<file path="src/rtl/fib_seq_gen.sv">
`default_nettype none
// ============================================================================
// Module   : fib_seq_gen
// Purpose  : Parametrised two-term recurrence generator (Fibonacci-style)
//            feeding a first-word-fall-through output FIFO with a
//            valid/ready stream. Each push emits the current term `a`, then
//            advances a <- b, b <- f(a, b), where f is a+b (add mode) or
//            b-a (subtract mode). Arithmetic overflow/underflow sets a
//            sticky flag.
// Revision : 1.0 - initial release
// ----------------------------------------------------------------------------
// Parameters
//   WIDTH  term width in bits (>= 2)
//   DEPTH  output FIFO entries (power of two, >= 2)
//   SEED0  reset value of current term a
//   SEED1  reset value of next term b
//   CNT_W  width of the generated-term counter
// Ports
//   clk          clock
//   rst          asynchronous active-high reset
//   en_i         generate one term per cycle while FIFO has room
//   mode_i       0 = add (b' = a+b), 1 = subtract (b' = b-a)
//   load_i       synchronous reseed and flush, highest priority
//   seed0_i      value loaded into a on load_i
//   seed1_i      value loaded into b on load_i
//   out_valid_o  FIFO non-empty
//   out_ready_i  consumer accepts head while out_valid_o is high
//   out_data_o   FIFO head, 0 when empty
//   ovf_o        sticky overflow/underflow flag
//   term_cnt_o   terms pushed since reset/load (wraps)
// Configuration
//   FIB_SEQ_SAT_EN  when defined, overflowing results saturate (add clamps
//                   to all-ones, subtract clamps to 0) instead of wrapping.
//                   ovf_o is set either way.
// ============================================================================
module fib_seq_gen #(
   parameter int unsigned      WIDTH = 8,
   parameter int unsigned      DEPTH = 4,
   parameter logic [WIDTH-1:0] SEED0 = '0,
   parameter logic [WIDTH-1:0] SEED1 = WIDTH'(1),
   parameter int unsigned      CNT_W = 16
) (
   input  logic             clk,
   input  logic             rst,
   input  logic             en_i,
   input  logic             mode_i,
   input  logic             load_i,
   input  logic [WIDTH-1:0] seed0_i,
   input  logic [WIDTH-1:0] seed1_i,
   output logic             out_valid_o,
   input  logic             out_ready_i,
   output logic [WIDTH-1:0] out_data_o,
   output logic             ovf_o,
   output logic [CNT_W-1:0] term_cnt_o
);

   localparam int unsigned      PTR_W     = $clog2(DEPTH);
   localparam int unsigned      OCC_W     = PTR_W + 1;
   localparam logic [OCC_W-1:0] C_OCC_MAX = OCC_W'(DEPTH);

   // -------------------------------------------------------------------------
   // State
   // -------------------------------------------------------------------------
   logic [WIDTH-1:0] a_q,      a_d;
   logic [WIDTH-1:0] b_q,      b_d;
   logic [PTR_W-1:0] wr_ptr_q, wr_ptr_d;
   logic [PTR_W-1:0] rd_ptr_q, rd_ptr_d;
   logic [OCC_W-1:0] occ_q,    occ_d;
   logic             ovf_q,    ovf_d;
   logic [CNT_W-1:0] cnt_q,    cnt_d;

   logic [WIDTH-1:0] mem_q [DEPTH];

   // -------------------------------------------------------------------------
   // Handshake decode
   // -------------------------------------------------------------------------
   logic w_empty;
   logic w_full;
   logic w_pop;
   logic w_push;

   assign w_empty = (occ_q == '0);
   assign w_full  = (occ_q == C_OCC_MAX);
   assign w_pop   = ~w_empty & out_ready_i & ~load_i;
   // A full FIFO still accepts a push when the head leaves in the same cycle,
   // which keeps throughput at one term per cycle under continuous flow.
   assign w_push  = en_i & ~load_i & (~w_full | w_pop);

   // -------------------------------------------------------------------------
   // Recurrence step f(a, b)
   // -------------------------------------------------------------------------
   logic [WIDTH:0]   w_sum;
   logic [WIDTH-1:0] w_diff;
   logic             w_borrow;
   logic [WIDTH-1:0] w_next_b;
   logic             w_step_ovf;

   assign w_sum    = {1'b0, a_q} + {1'b0, b_q};
   assign w_diff   = b_q - a_q;
   assign w_borrow = (a_q > b_q);

   always_comb begin
      w_next_b   = w_sum[WIDTH-1:0];
      w_step_ovf = 1'b0;
      if (mode_i) begin
         w_step_ovf = w_borrow;
`ifdef FIB_SEQ_SAT_EN
         w_next_b   = w_borrow ? '0 : w_diff;
`else
         w_next_b   = w_diff;
`endif
      end else begin
         w_step_ovf = w_sum[WIDTH];
`ifdef FIB_SEQ_SAT_EN
         w_next_b   = w_sum[WIDTH] ? '1 : w_sum[WIDTH-1:0];
`else
         w_next_b   = w_sum[WIDTH-1:0];
`endif
      end
   end

   // -------------------------------------------------------------------------
   // Next-state logic
   // -------------------------------------------------------------------------
   always_comb begin
      a_d      = a_q;
      b_d      = b_q;
      wr_ptr_d = wr_ptr_q;
      rd_ptr_d = rd_ptr_q;
      occ_d    = occ_q;
      ovf_d    = ovf_q;
      cnt_d    = cnt_q;

      if (load_i) begin
         a_d      = seed0_i;
         b_d      = seed1_i;
         wr_ptr_d = '0;
         rd_ptr_d = '0;
         occ_d    = '0;
         ovf_d    = 1'b0;
         cnt_d    = '0;
      end else begin
         if (w_pop) begin
            rd_ptr_d = rd_ptr_q + PTR_W'(1);
         end
         if (w_push) begin
            wr_ptr_d = wr_ptr_q + PTR_W'(1);
            a_d      = b_q;
            b_d      = w_next_b;
            cnt_d    = cnt_q + CNT_W'(1);
            if (w_step_ovf) begin
               ovf_d = 1'b1;
            end
         end
         // Pointers wrap naturally because DEPTH is a power of two.
         case ({w_push, w_pop})
            2'b10:   occ_d = occ_q + OCC_W'(1);
            2'b01:   occ_d = occ_q - OCC_W'(1);
            default: occ_d = occ_q;
         endcase
      end
   end

   // -------------------------------------------------------------------------
   // Control registers
   // -------------------------------------------------------------------------
   always_ff @(posedge clk or posedge rst) begin
      if (rst) begin
         a_q      <= SEED0;
         b_q      <= SEED1;
         wr_ptr_q <= '0;
         rd_ptr_q <= '0;
         occ_q    <= '0;
         ovf_q    <= 1'b0;
         cnt_q    <= '0;
      end else begin
         a_q      <= a_d;
         b_q      <= b_d;
         wr_ptr_q <= wr_ptr_d;
         rd_ptr_q <= rd_ptr_d;
         occ_q    <= occ_d;
         ovf_q    <= ovf_d;
         cnt_q    <= cnt_d;
      end
   end

   // -------------------------------------------------------------------------
   // FIFO storage
   // Not reset: contents are only observable through the occupancy count,
   // which reset and load both clear, so stale entries are never visible.
   // -------------------------------------------------------------------------
   always_ff @(posedge clk) begin
      if (w_push) begin
         mem_q[wr_ptr_q] <= a_q;
      end
   end

   // -------------------------------------------------------------------------
   // Outputs (register-derived only)
   // -------------------------------------------------------------------------
   assign out_valid_o = ~w_empty;
   assign out_data_o  = w_empty ? '0 : mem_q[rd_ptr_q];
   assign ovf_o       = ovf_q;
   assign term_cnt_o  = cnt_q;

endmodule
`default_nettype wire

</file>
<file path="config.mk">
export PLATFORM = sky130hd
export DESIGN_NAME = fib_seq_gen
export DESIGN_NICKNAME = d
export VERILOG_FILES = /design/src/rtl/fib_seq_gen.sv
export SDC_FILE = /design/constraint.sdc
export NUM_CORES = 1
export LEC_CHECK = 0
export ABC_CLOCK_PERIOD_IN_PS = 2000
export CAP_MARGIN = 10
export CORE_ASPECT_RATIO = 0.8
export CORE_MARGIN = 2
export CORE_UTILIZATION = 50
export DETAILED_ROUTE_END_ITERATION = 7
export GPL_TIMING_DRIVEN = 0
export PLACE_DENSITY = 0.81
export SLEW_MARGIN = 20
export SYNTH_ARGS = -nofsm -noshare
export SYNTH_HDL_FRONTEND = slang
export SYNTH_SLANG_ARGS = --single-unit
</file>
<file path="constraint.sdc">
create_clock -name clk -period 2 [get_ports clk]
set_input_delay 0.2 -clock clk [delete_from_list [all_inputs] [get_ports clk]]
set_output_delay 0.2 -clock clk [all_outputs]
set_load 0.01 [all_outputs]
</file>
==> results_dict.tcl, run 1 <==
set metrics [dict create \
    coreArea_um2 7430 \
    viasPerCell 5.55 \
    cts.sinks 72 \
    synthXorXnorAreaFrac_pct 3.63 \
    status "complete, but fails checks" \
    utilization_pct 69.0 \
    vias 3003 \
    first_pass_iters 4 \
    power_frac_clock_pct 23.8 \
    gr-total-overflow 0 \
    dpl.hpwl_mm 6.21 \
    ctsHoldBuffers 0 \
    start_util_pct 52.0 \
    seq_power_share_pct 42.5 \
    finalHoldViolations 0 \
    critPathKind "flip-flop to flip-flop" \
    cts_inserted_buffers 9 \
    p_sw_share_pct 33.1 \
    fin_worst_skew_ns 0.00688 \
    grt_pass1_vias 2879 \
    yosys.area_share.adder_pct 8.37 \
    chipWidth_um 102 \
    synth_top_family_by_area "simple AND/OR/NAND/NOR gates" \
    switchingPower_uw 1420 \
    finalSetupViolCount 38 \
    internal_power_uw 2870 \
    synthDistinctLibCells 46 \
    cap_violations 0 \
    crit_cells 9 \
    area_growth_pct 32.7 \
    setup_ws_ns -0.134 \
    ios 48 \
    worstPathArrival_ns 2.33 \
    fin_crit_sh_pct 107 \
    synth_edf_count 32 \
    violations "negative setup slack" \
    syn_nets 397 \
    pwr-share-comb_pct 33.7 \
    drc 0 \
    syn_avg_cell_area_um2 11.0 \
    synth_compound_area_share_pct 11.5 \
    critical_path_buf_inv_count 1 \
    crit_path_start_kind "flip-flop" \
    port_buffers 46 \
    cp_top_family "flip-flops" \
    r2r_start "b_q[0]$_DFFE_PP1P_" \
    synth_top_area_share_pct 25.3 \
    synth_warnings 0 \
    grt_usage_pct 23.5 \
    die_h_um 82.6 \
    reg2reg_depth 9 \
    p_leak_uw 0.00210 \
    r2r_slack_ns -0.13 \
    antenna_found_initial 0 \
    synth_mux_area_share_pct 5.19 \
    antennaDiodeCount 0 \
    hold_path.class "input pin to asynchronous set/reset pin" \
    yosysTopAreaCell "dfrtp_1" \
    ctsRootBufferMaster "clkbuf_8" \
    relSlewSlack_pct 62.6 \
    drive_gt1_share_pct 28.0 \
    critical_path.max_stage_delay_ns 0.58 \
    synth_ff_type "dfrtp_1" \
    grt_start_max_net_pins 35 \
    r2r_end "b_q[6]$_DFFE_PP0P_" \
    cp-end-kind "flip-flop" \
    ys_top_cells_by_area "dfrtp_1 (25%), edfxtp_1 (25%), ha_1 (6.8%)" \
    synth_seq_area_share_pct 50.9 \
    ant_nets 0 \
    rows 28 \
    p_per_area_nw_per_um2 838 \
    htree_levels 3 \
    max-vdd-ir-drop_mv 0.462 \
    clk-insertion-delay-late_ns 0.35 \
    power_uw 4290 \
    worst-path-max-fanout 3 \
    post_drt_wl_per_cell_um 18.0 \
    wirelength_mm 9.75 \
    nets 477 \
    clkTransAtPathRegs_ns 0.08 \
    crit_required_ns 2.20 \
    rsz0062_at_grt "true" \
    drt_iter0_markers 172 \
    fmax_mhz 468 \
    grt_pass1_wl_mm 14.7 \
    drv_slew 0 \
    crit_chain "ha_4, inv_2, fa_2, o21ba_4, nor2b_4, nor3_2, a211oi_2, xor2_1, o221ai_1" \
    worstMarginPinSlew_ns 0.561 \
    yosys_register_bits 72 \
    place.gp.congestion 0.866 \
    cts_tree "done" \
    synthesis.area_um2 3860 \
    slowest_stage "dfstp_2" \
    ys_async_sr_fraction_pct 55.6 \
    die-area_um2 8440 \
    fin_crit_ns 2.13 \
    clockBufferDepth 2 \
    synth_cells 351 \
    synth-simple-area-share_pct 16.6 \
]
## through the flow
| stage | area (um^2) | worst slack, ns | hold slack [ns] | setup TNS, ns | std cells |
|---|---|---|---|---|---|
| global route | 5120 | -0.237 | 0.107 | -4.31 | 541 |
| finish | 5120 | -0.134 | 0.0561 | -1.58 | 541 |
| CTS | 4940 | -0.101 | 0.0506 | -0.284 | 534 |
| global placement | 4500 | -0.766 | 0.482 | -29.52 | 502 |
| floorplan | 3910 | -0.0607 | 0.327 | -0.113 | 351 |
| detailed placement | 4520 | -0.830 | 0.430 | -29.80 | 503 |
## layout make-up
class,instances,area (um^2)
Buffer,15,136
Clock buffer,10,128
Clock inverter,6,42.5
Fill cell,530,2300
Inverter,20,75.1
Multi-Input combinational cell,240,1930
Sequential cell,72,1980
Tap cell,105,131
Timing Repair Buffer,73,707
## repair_timing
item / CTS / global route
hold endpoints to repair: 0 / 0
pin swaps: 9 / 12
resized for setup: 77 / 35
cloned: 2 / 2
buffers inserted: 17 / 5
endpoints found under the setup margin: 74 / 56
## state kept, by name (all words and copies together) (netlist names)
signal	flops
term_cnt_o	16
ovf_o	1
a_q	8
wr_ptr_q	2
occ_q	3
mem_q	32
b_q	8
rd_ptr_q	2
## cell usage after synthesis (3+ instances only)
cell type and number:
a211oi_1 7, a22oi_1 9, clkbuf_1 15, nand4_1 5
nand3b_1 6, xor2_1 12, a221o_1 5, ha_1 21
mux4_2 8, and4_1 3, nand3_1 10, inv_1 20
nand2_1 35, a31oi_1 5, nor3_1 9, nand2b_1 4
nor2b_1 9, nor2_1 20, fa_1 3, and2_1 14
dfrtp_1 39, xnor2_1 4, edfxtp_1 32, buf_2 3
a21oi_1 7, o21ai_0 20
## cells by family after synthesis
family,after synthesis
multiplexers,10
buffers and inverters,39
AO/OA/AOI/OAI,66
adder cells (fa/ha/maj),24
flip-flops,72
AND/OR/NAND/NOR,124
XOR/XNOR,16
## worst reg2reg max path: cells and delay by family, from the launching register on
kind | cells | cell delay [ns]
AO/OA/AOI/OAI | 3 | 0.53
buffers and inverters | 1 | 0.04
adder cells (fa/ha/maj) | 2 | 0.50
XOR/XNOR | 1 | 0.17
AND/OR/NAND/NOR | 2 | 0.18
flip-flops | 1 | 0.58
## worst max-delay path by stage
stage / end / startpoint / slack (ns)
2_1_floorplan: b_q[6]$_DFFE_PP0P_ / b_q[0]$_DFFE_PP1P_ / -0.06
3_3_place_gp: occ_q[2]$_DFFE_PP0P_ / load_i / -0.77
3_5_place_dp: occ_q[2]$_DFFE_PP0P_ / load_i / -0.83
4_1_cts: b_q[6]$_DFFE_PP0P_ / b_q[0]$_DFFE_PP1P_ / -0.10
5_1_grt: b_q[6]$_DFFE_PP0P_ / b_q[0]$_DFFE_PP1P_ / -0.24
6_report: b_q[6]$_DFFE_PP0P_ / b_q[0]$_DFFE_PP1P_ / -0.13
## per-layer routing
layer	wire length, um	GRT usage, %	vias to the layer above
met5	0	0	-
met4	100	6.80	0
met3	427	4.55	8
met2	4950	40.1	88
met1	4280	31.0	1487
li1	-	-	1420
## layout by cell type, fill, tap and decap left out, types with 5 or more instances in the layout
cell type / count
edfxtp_1: 32
nor3_1: 6
and2_1: 10
o21ai_0: 17
nand3b_1: 6
nor2_1: 20
a21oi_1: 7
buf_2: 8
clkdlybuf4s50_1: 37
nand4_1: 5
a221o_1: 5
nand3_1: 8
ha_1: 18
inv_1: 16
nor2b_1: 8
dfrtp_1: 28
nand2_1: 29
buf_6: 6
clkbuf_1: 6
xor2_1: 12
mux4_2: 8
a22oi_2: 5
clkbuf_8: 11
nand2_2: 5
buf_4: 20
dfrtp_2: 11
## power by group through the flow
stage	combinational [uW]	clock, uW	sequential [uW]
final	1450	1020	1820
after global routing	1580	1100	1840
after CTS	1330	1030	1810
after detailed placement	1120	0	1860
after global placement	1080	0	1840
after floorplan	799	0	1810
(Power assumes the default switching activity.)
==> run 2: changes to the inputs <==
PLACE_DENSITY = 0.76   (was 0.81)
==> run 2 against run 1 <==
Effect of this change:
- the flow still finishes with violations (negative setup slack)
- worst setup slack lost 0.023 ns
- design area shrank 1.0%
- fmax shrank 1.1%
==> results_dict.tcl, run 2 (same netlist as run 1, synthesis figures left out) <==
set metrics [dict create \
    drc 0 \
    antenna_found_initial 0 \
    p_per_area_nw_per_um2 852 \
    crit_path_start_kind "flip-flop" \
    cap_violations 0 \
    drive_gt1_share_pct 25.6 \
    finalSetupViolCount 37 \
    cts.sinks 72 \
    nets 474 \
    setup_tns_ns -0.727 \
    critPathKind "flip-flop to flip-flop" \
    cp-end-kind "flip-flop" \
    viasPerCell 5.48 \
    final_cell_mix "clkdlybuf4s50_1 (37), edfxtp_1 (32), nand2_1 (31)" \
    place.gp.congestion 0.820 \
    r2r_slack_ns -0.16 \
    antennaDiodeCount 0 \
    mostFrequentLayoutCell "clkdlybuf4s50_1" \
    violations "negative setup slack" \
    ctsHoldBuffers 0 \
    status "complete, but fails checks" \
    coreArea_um2 7430 \
    htree_levels 3 \
    fmax_mhz 463 \
    gr-total-overflow 0 \
    die_h_um 82.6 \
    grt_pass1_vias 2799 \
    p_leak_uw 0.00208 \
    hold_path.class "input pin to asynchronous set/reset pin" \
    largest_reg_flops 32 \
    first_pass_iters 5 \
    crit_required_ns 2.20 \
    fin_worst_skew_ns 0.0144 \
    grt_start_max_net_pins 35 \
    vias 2949 \
    drv_slew 0 \
    post_drt_wl_per_cell_um 16.9 \
    dpl.hpwl_mm 6.08 \
    grt_pass1_wl_mm 14.4 \
    clk-insertion-delay-late_ns 0.35 \
    clockBufferDepth 2 \
    setup_ws_ns -0.158 \
    wirelength_mm 9.08 \
    hold_ws_ns 0.0674 \
    worstPathArrival_ns 2.36 \
    max-vdd-ir-drop_mv 0.420 \
    port_buffers 46 \
    r2r_start "b_q[0]$_DFFE_PP1P_" \
    ctsRootBufferMaster "clkbuf_8" \
    grt_usage_pct 22.9 \
    dp.cells 503 \
    ant_nets 0 \
    die-area_um2 8440 \
    drt_iter0_markers 248 \
    rsz0062_at_grt "true" \
    area_growth_pct 31.4 \
    fin_crit_sh_pct 108 \
    relSlewSlack_pct 62.6 \
    cts_inserted_buffers 9 \
    ios 48 \
    chipWidth_um 102 \
    clkTransAtPathRegs_ns 0.08 \
    top_register "mem_q" \
    worstMarginPinSlew_ns 0.561 \
    rows 28 \
    start_util_pct 52.0 \
    finalHoldViolations 0 \
    worst-path-max-fanout 4 \
    final_cells 538 \
    reg2reg_depth 9 \
    r2r_end "b_q[6]$_DFFE_PP0P_" \
    cts_tree "done" \
    fin_crit_ns 2.16 \
]
-- run 2: cell types whose count changed in the layout (fill, tap and decap cells not counted), moves of 3 or more --
cell	change
nand3_2	+3
clkbuf_2	+7
a22oi_2	-4
buf_2	-6
a22oi_1	+4
buf_4	-3
-- run 2: worst max path at each step --
| stage | startpoint | endpoint | slack, ns | cells past startpoint |
|---|---|---|---|---|
| 2_1_floorplan | b_q[0]$_DFFE_PP1P_ | b_q[6]$_DFFE_PP0P_ | -0.06 | 9 |
| 3_3_place_gp | load_i | occ_q[2]$_DFFE_PP0P_ | -0.79 | 10 |
| 3_5_place_dp | load_i | occ_q[2]$_DFFE_PP0P_ | -0.82 | 10 |
| 4_1_cts | b_q[0]$_DFFE_PP1P_ | b_q[6]$_DFFE_PP0P_ | -0.12 | 9 |
| 5_1_grt | b_q[0]$_DFFE_PP1P_ | b_q[6]$_DFFE_PP0P_ | -0.25 | 9 |
| 6_report | b_q[0]$_DFFE_PP1P_ | b_q[6]$_DFFE_PP0P_ | -0.16 | 9 |
-- run 2: repair_timing --
item,CTS,global route
setup endpoints to repair,76,59
pin swaps,11,11
gates cloned,0,3
buffers inserted,15,5
gates resized for setup,62,33
-- run 2: metal layers --
| metal | part of all wire (%) | global-route usage [%] | vias to the layer above |
|---|---|---|---|
| met5 | 0 | 0 | - |
| met1 | 46 | 32.0 | 1451 |
| met3 | 3.8 | 4.04 | 13 |
| li1 | - | - | 1413 |
| met2 | 49 | 37.3 | 72 |
| met4 | 1.7 | 6.53 | 0 |
-- run 2: metrics by stage --
step / area (um^2) / util (%) / setup slack, ns / total power (uW)
after detailed placement: 4520 / 60.8 / -0.820 / 2980
after global routing: 5070 / 68.3 / -0.251 / 4560
after floorplan: 3910 / - / -0.0607 / 2610
after global placement: 4500 / 60.5 / -0.792 / 2930
after CTS: 4960 / 66.7 / -0.121 / 4280
final: 5070 / 68.3 / -0.158 / 4320
-- run 2: cell type report --
type	instances	area (um^2)
buffer	15	141
clock buffer	9	124
clock inverter	7	73.8
fill	568	2360
inverter	20	75.1
multi-input combinational	240	1890
sequential	72	1970
tap	105	131
timing repair buffer	70	658
-- run 2: report_power, final --
group	internal [uW]	switching, uW	leakage [uW]
Sequential	1690	122	0.000799
Clock	586	573	0.0000986
Combinational	663	686	0.00118
-- run 2: critical path, cell delays in order (launching register included) --
cell and delay [ns]:
dfstp_2 0.58, ha_4 0.16, inv_2 0.04, fa_2 0.34, o21ba_4 0.22, nor2b_4 0.11
nor3_1 0.06, a211oi_2 0.21, xor2_1 0.19, o221ai_1 0.12
==> RTL edit 1: new RTL, settings of run 1 <==
The option `FIB_SEQ_SAT_EN` is turned on by a define.
--- a/src/rtl/fib_seq_gen.sv
+++ b/src/rtl/fib_seq_gen.sv
@@ -33,6 +33,8 @@
 //                   to all-ones, subtract clamps to 0) instead of wrapping.
 //                   ovf_o is set either way.
 // ============================================================================
+`define FIB_SEQ_SAT_EN
+
 module fib_seq_gen #(
    parameter int unsigned      WIDTH = 8,
    parameter int unsigned      DEPTH = 4,
Formal check against the unedited RTL: not equivalent (a bounded check fails within 10 cycles, from zero or initial values and one cycle with rst high).
==> RTL edit 1 against run 1 <==
  * Sequential share of layout area down 0.30 points
  * The run still ends with negative setup slack left
  * Worst setup slack worse by 0.26 ns
  * Utilization decreased by 3.6 points
  * Sequential cell count is the same
  * Total power increased by 8.7%
  * Synthesized area is 4.1% higher
  * Final area rose by 0.54%
  * Clock power up 29%
  * Synthesized cell count up 2.8%
  * Wire length is 0.31% higher
  * Non-clock buffer count is 8 lower
==> RTL edit 1: results (changes against run 1) <==
[metrics] routability cong.: 0.894 (+3.2%)
[metrics] violation count after the first detailed-routing iteration: 239 (+39%)
[metrics] wire length of the first global-routing pass: 15.6 mm (+6.3%)
[metrics] synthesized net count: 407 (+2.5%)
[metrics] # fillers: 595 (+12%)
[metrics] Lkg Pwr: 2.07 nW (-1.4%)
[metrics] area of the multi-input gates: 2020 sq um (+5.0%)
[metrics] Crit path max-delay family: compound AO/OA/AOI/OAI gates
[metrics] commonest cells in the netlist: 39 x dfrtp_1, 32 x edfxtp_1, 31 x nor2_1, 25 x nand2_1, 21 x ha_1
[metrics] crit-path max FO: 7 (+4)
[metrics] Resized cells post-CTS: 63 (-18%)
[metrics] pin count of the biggest net entering global routing: 34 (-2.9%)
[metrics] slowest cell delay on critical path: 0.55 ns (-0.03 ns)
[metrics] run status: finished with violations
[metrics] Data arrival, critical path: 2.68 ns (+0.35 ns)
[metrics] Finish-stage setup viols: 11 (-71%)
[metrics] worst vdd rail ir drop: 500 uV (+8.3%)
[metrics] combinational share of power: 0.336 (about the same)
[metrics] worst setup skew after layout: 0.0119 ns (+0.00497 ns)
[metrics] Final Hold Slack: 0.0688 ns (+0.0127 ns)
[metrics] Final Net Count: 481 (+0.84%)
[metrics] total met2 wirelength after detailed routing: 4.78 mm (-3.4%)
[metrics] Placement Setup Slack: -0.489 ns (+0.341 ns)
[metrics] area taken by flip-flops and latches: 1970 sq um (-0.25%)
[metrics] post-layout worst setup margin: -0.394 ns (-0.260 ns)
[metrics] GR met1 Demand/Resource: 0.310 (about the same)
[metrics] violations in the final reports: negative setup slack
==> RTL edit 1: cell types whose count changed in the layout (fill, tap and decap cells not counted), sizes merged, moves of 4 or more <==
| cell | before | now |
|---|---|---|
| buf | 37 | 31 |
| nand3b | 6 | 2 |
| nand2 | 35 | 25 |
| a21oi | 7 | 16 |
| a211oi | 7 | 1 |
| nor2b | 9 | 2 |
| a221o | 5 | 1 |
| nor2 | 21 | 32 |
==> RTL edit 1: cell families after synthesis <==
group,after synthesis,synth area share
flops,72,0.489
fa+ha+maj,24,0.0804
simple gates,116,0.149
mux,11,0.0523
buf+inv,37,0.0430
xor+xnor,22,0.0480
compound gates,79,0.138
==> RTL edit 1: through the flow <==
step                instance area (sq um)  instances  power, mW  setup TNS (ns)
detailed placement                   4670        515       3.11          -20.31
global route                         5150        548       4.87           -3.99
CTS                                  5120        548       4.60           -2.56
global placement                     4650        514       3.06          -21.33
finish                               5150        548       4.67           -2.90
floorplan                            4060        361       2.73           -1.21
==> RTL edit 2: new RTL, flow settings as in run 1 <==
Without the edit above. Register the output `term_cnt_o` once more; this adds one clock of latency there. The other outputs are not delayed to match.
--- a/src/rtl/fib_seq_gen.sv
+++ b/src/rtl/fib_seq_gen.sv
@@ -201,7 +201,9 @@
    assign out_valid_o = ~w_empty;
    assign out_data_o  = w_empty ? '0 : mem_q[rd_ptr_q];
    assign ovf_o       = ovf_q;
-   assign term_cnt_o  = cnt_q;
+   always_ff @(posedge clk) begin
+      term_cnt_o <= cnt_q;
+   end
 
 endmodule
 `default_nettype wire
Function: changed (a bounded check fails within 4 cycles, from zero or initial values and one cycle with rst high).
==> RTL edit 2 against run 1 <==
  * The flow still finishes with violations (negative setup slack)
  * First-iteration DRC count grew 23%
  * Utilization shrank 4.7 points
  * Largest power group unchanged
  * Worst setup slack gained 0.099 ns
  * Clock skew grew 0.0031 ns
  * Sequential cell count grew 16
  * Total power grew 8.9%
  * Clock power grew 13%
  * Critical path type unchanged
  * Final area grew 5.4%
  * Synthesized area grew 11%
  * Wire length grew 0.27%
==> RTL edit 2: results (changes against run 1) <==
[metrics] Avg WL per Cell: 17.5 um (-3.0%)
[metrics] number of global-route vias before repair: 3036 (+5.5%)
[metrics] average instance area after synthesis: 11.7 sq um (+6.3%)
[metrics] wire length of the first global-routing pass: 15.2 mm (+3.2%)
[metrics] Post-DP HPWL: 6.38 mm (+2.6%)
[metrics] routability cong.: 0.887 (+2.3%)
[metrics] post-layout worst setup margin: -0.0353 ns (+0.0992 ns)
[metrics] Finish-stage setup viols: 2 (-95%)
[metrics] Final Hold Slack: 0.0719 ns (+0.0158 ns)
[metrics] commonest cells in the netlist: 39 x dfrtp_1, 32 x edfxtp_1, 28 x nand2_1, 25 x nor2_1, 22 x inv_1
[metrics] violation count after the first detailed-routing iteration: 211 (+23%)
[metrics] Bufs on Longest Clock Path: 2 (unchanged)
[metrics] total cell area at the placement stage: 4900 sq um (+8.5%)
[metrics] placed cell count: 525 (+4.4%)
[metrics] part of the Yosys area used for sequential elements: 0.534 (+0.0252)
[metrics] Slew headroom: 0.620 (-0.00638)
[metrics] number of library cell types mapped by synthesis: 58 (+26%)
[metrics] Final Net Count: 488 (+2.3%)
[metrics] synthesized net count: 412 (+3.8%)
[metrics] violations in the final reports: negative setup slack
[metrics] Data arrival, critical path: 2.25 ns (-0.08 ns)
[metrics] worst vdd rail ir drop: 326 uV (-29%)
[metrics] clock buffers created by TritonCTS: 9 (unchanged)
[metrics] worst setup skew after layout: 0.00997 ns (+0.00308 ns)
[metrics] Max H-tree Level: 3 (unchanged)
[metrics] Placement Setup Slack: -1.02 ns (-0.186 ns)
[metrics] pin count of the biggest net entering global routing: 34 (-2.9%)
[metrics] share of final-layout standard cells stronger than drive strength 1: 0.251 (-0.0293)
[metrics] Lkg Pwr: 2.17 nW (+3.4%)
[metrics] run status: finished with violations
[metrics] crit-path max FO: 2 (-1)
[metrics] share of async-settable or async-resettable flops after synthesis: 0.455 (-0.101)
[metrics] global routing usage summed across all routing layers: 0.217 (-0.0179)
[metrics] sum of negative setup slack: -0.0538 ns (+1.53 ns)
[metrics] worst hold-check path type: primary input to asynchronous set/reset pin
[metrics] clock latency of the later-clocked register in the worst-skew pair: 0.35 ns (about the same)
[metrics] depth of the worst register-to-register path: 9 (unchanged)
[metrics] Vias per Instance: 5.57 (+0.33%)
[metrics] cell types occupying the most area after synthesis: dfrtp_1 23%, edfxtp_1 22%, dfxtp_1 7.5%, ha_1 6.1%, mux4_2 4.2%
## RTL edit 2: cell types whose count changed after synthesis, moves of 5 or more
cell	delta
dfxtp_1	+16
nand2_1	-7
clkbuf_1	-6
a22oi_2	+5
and3_1	+5
nor2_1	+5
nor3_1	-5
o211ai_1	+5
## RTL edit 2: cell type report
cell class	instances	area [sq um]
Multi-Input combinational cell	236	1950
Tap cell	112	140
Fill cell	634	3010
Timing Repair Buffer	70	634
Sequential cell	88	2300
Clock buffer	12	158
Clock inverter	4	26.3
Inverter	22	85.1
Buffer	15	106
## RTL edit 2: final timing paths
path | slack, ns | end
setup / recovery | -0.04 | b_q[6]
hold / removal | 0.07 | rd_ptr_q[1]
setup reg to reg | -0.04 | b_q[6]
hold reg to reg | 0.40 | term_cnt_o[15]
max in group asynchronous | 1.44 | b_q[0]
min in group clk | 0.36 | occ_q[0]
## RTL edit 2: logic make-up (layout without fill, tap and decap cells)
kind of cell               after synthesis  after routing  share of synthesized area
AOI/OAI and AO/OA                       74             74                      0.128
xor gates and xnor gates                17             17                     0.0348
adders and majority gates               24             24                     0.0755
buffers and inverters                   42            123                     0.0453
DFF                                     88             88                      0.534
muxes                                   10             10                     0.0468
and+or+nand+nor                        111            111                      0.135
## RTL edit 2: repair_timing
action / in CTS / in global routing
endpoints found under the setup margin: 41 / 26
gates resized for setup: 69 / 23
cloned: 1 / 0
pin swaps: 11 / 9
hold buffers: 0 / 0
setup buffers: 17 / 5
## RTL edit 2: metal layers
layer,GRT usage,wire length [um],vias to the layer above
li1,-,-,1476
met1,0.296,4360,1535
met2,0.351,4830,90
met3,0.0429,427,12
met4,0.0769,161,0
met5,0,0,-
## RTL edit 2: report_power, final
part	total (mW)	internal, mW	switching, mW
logic	1.36	0.687	0.672
clock network	1.15	0.535	0.619
registers	2.16	2.01	0.148
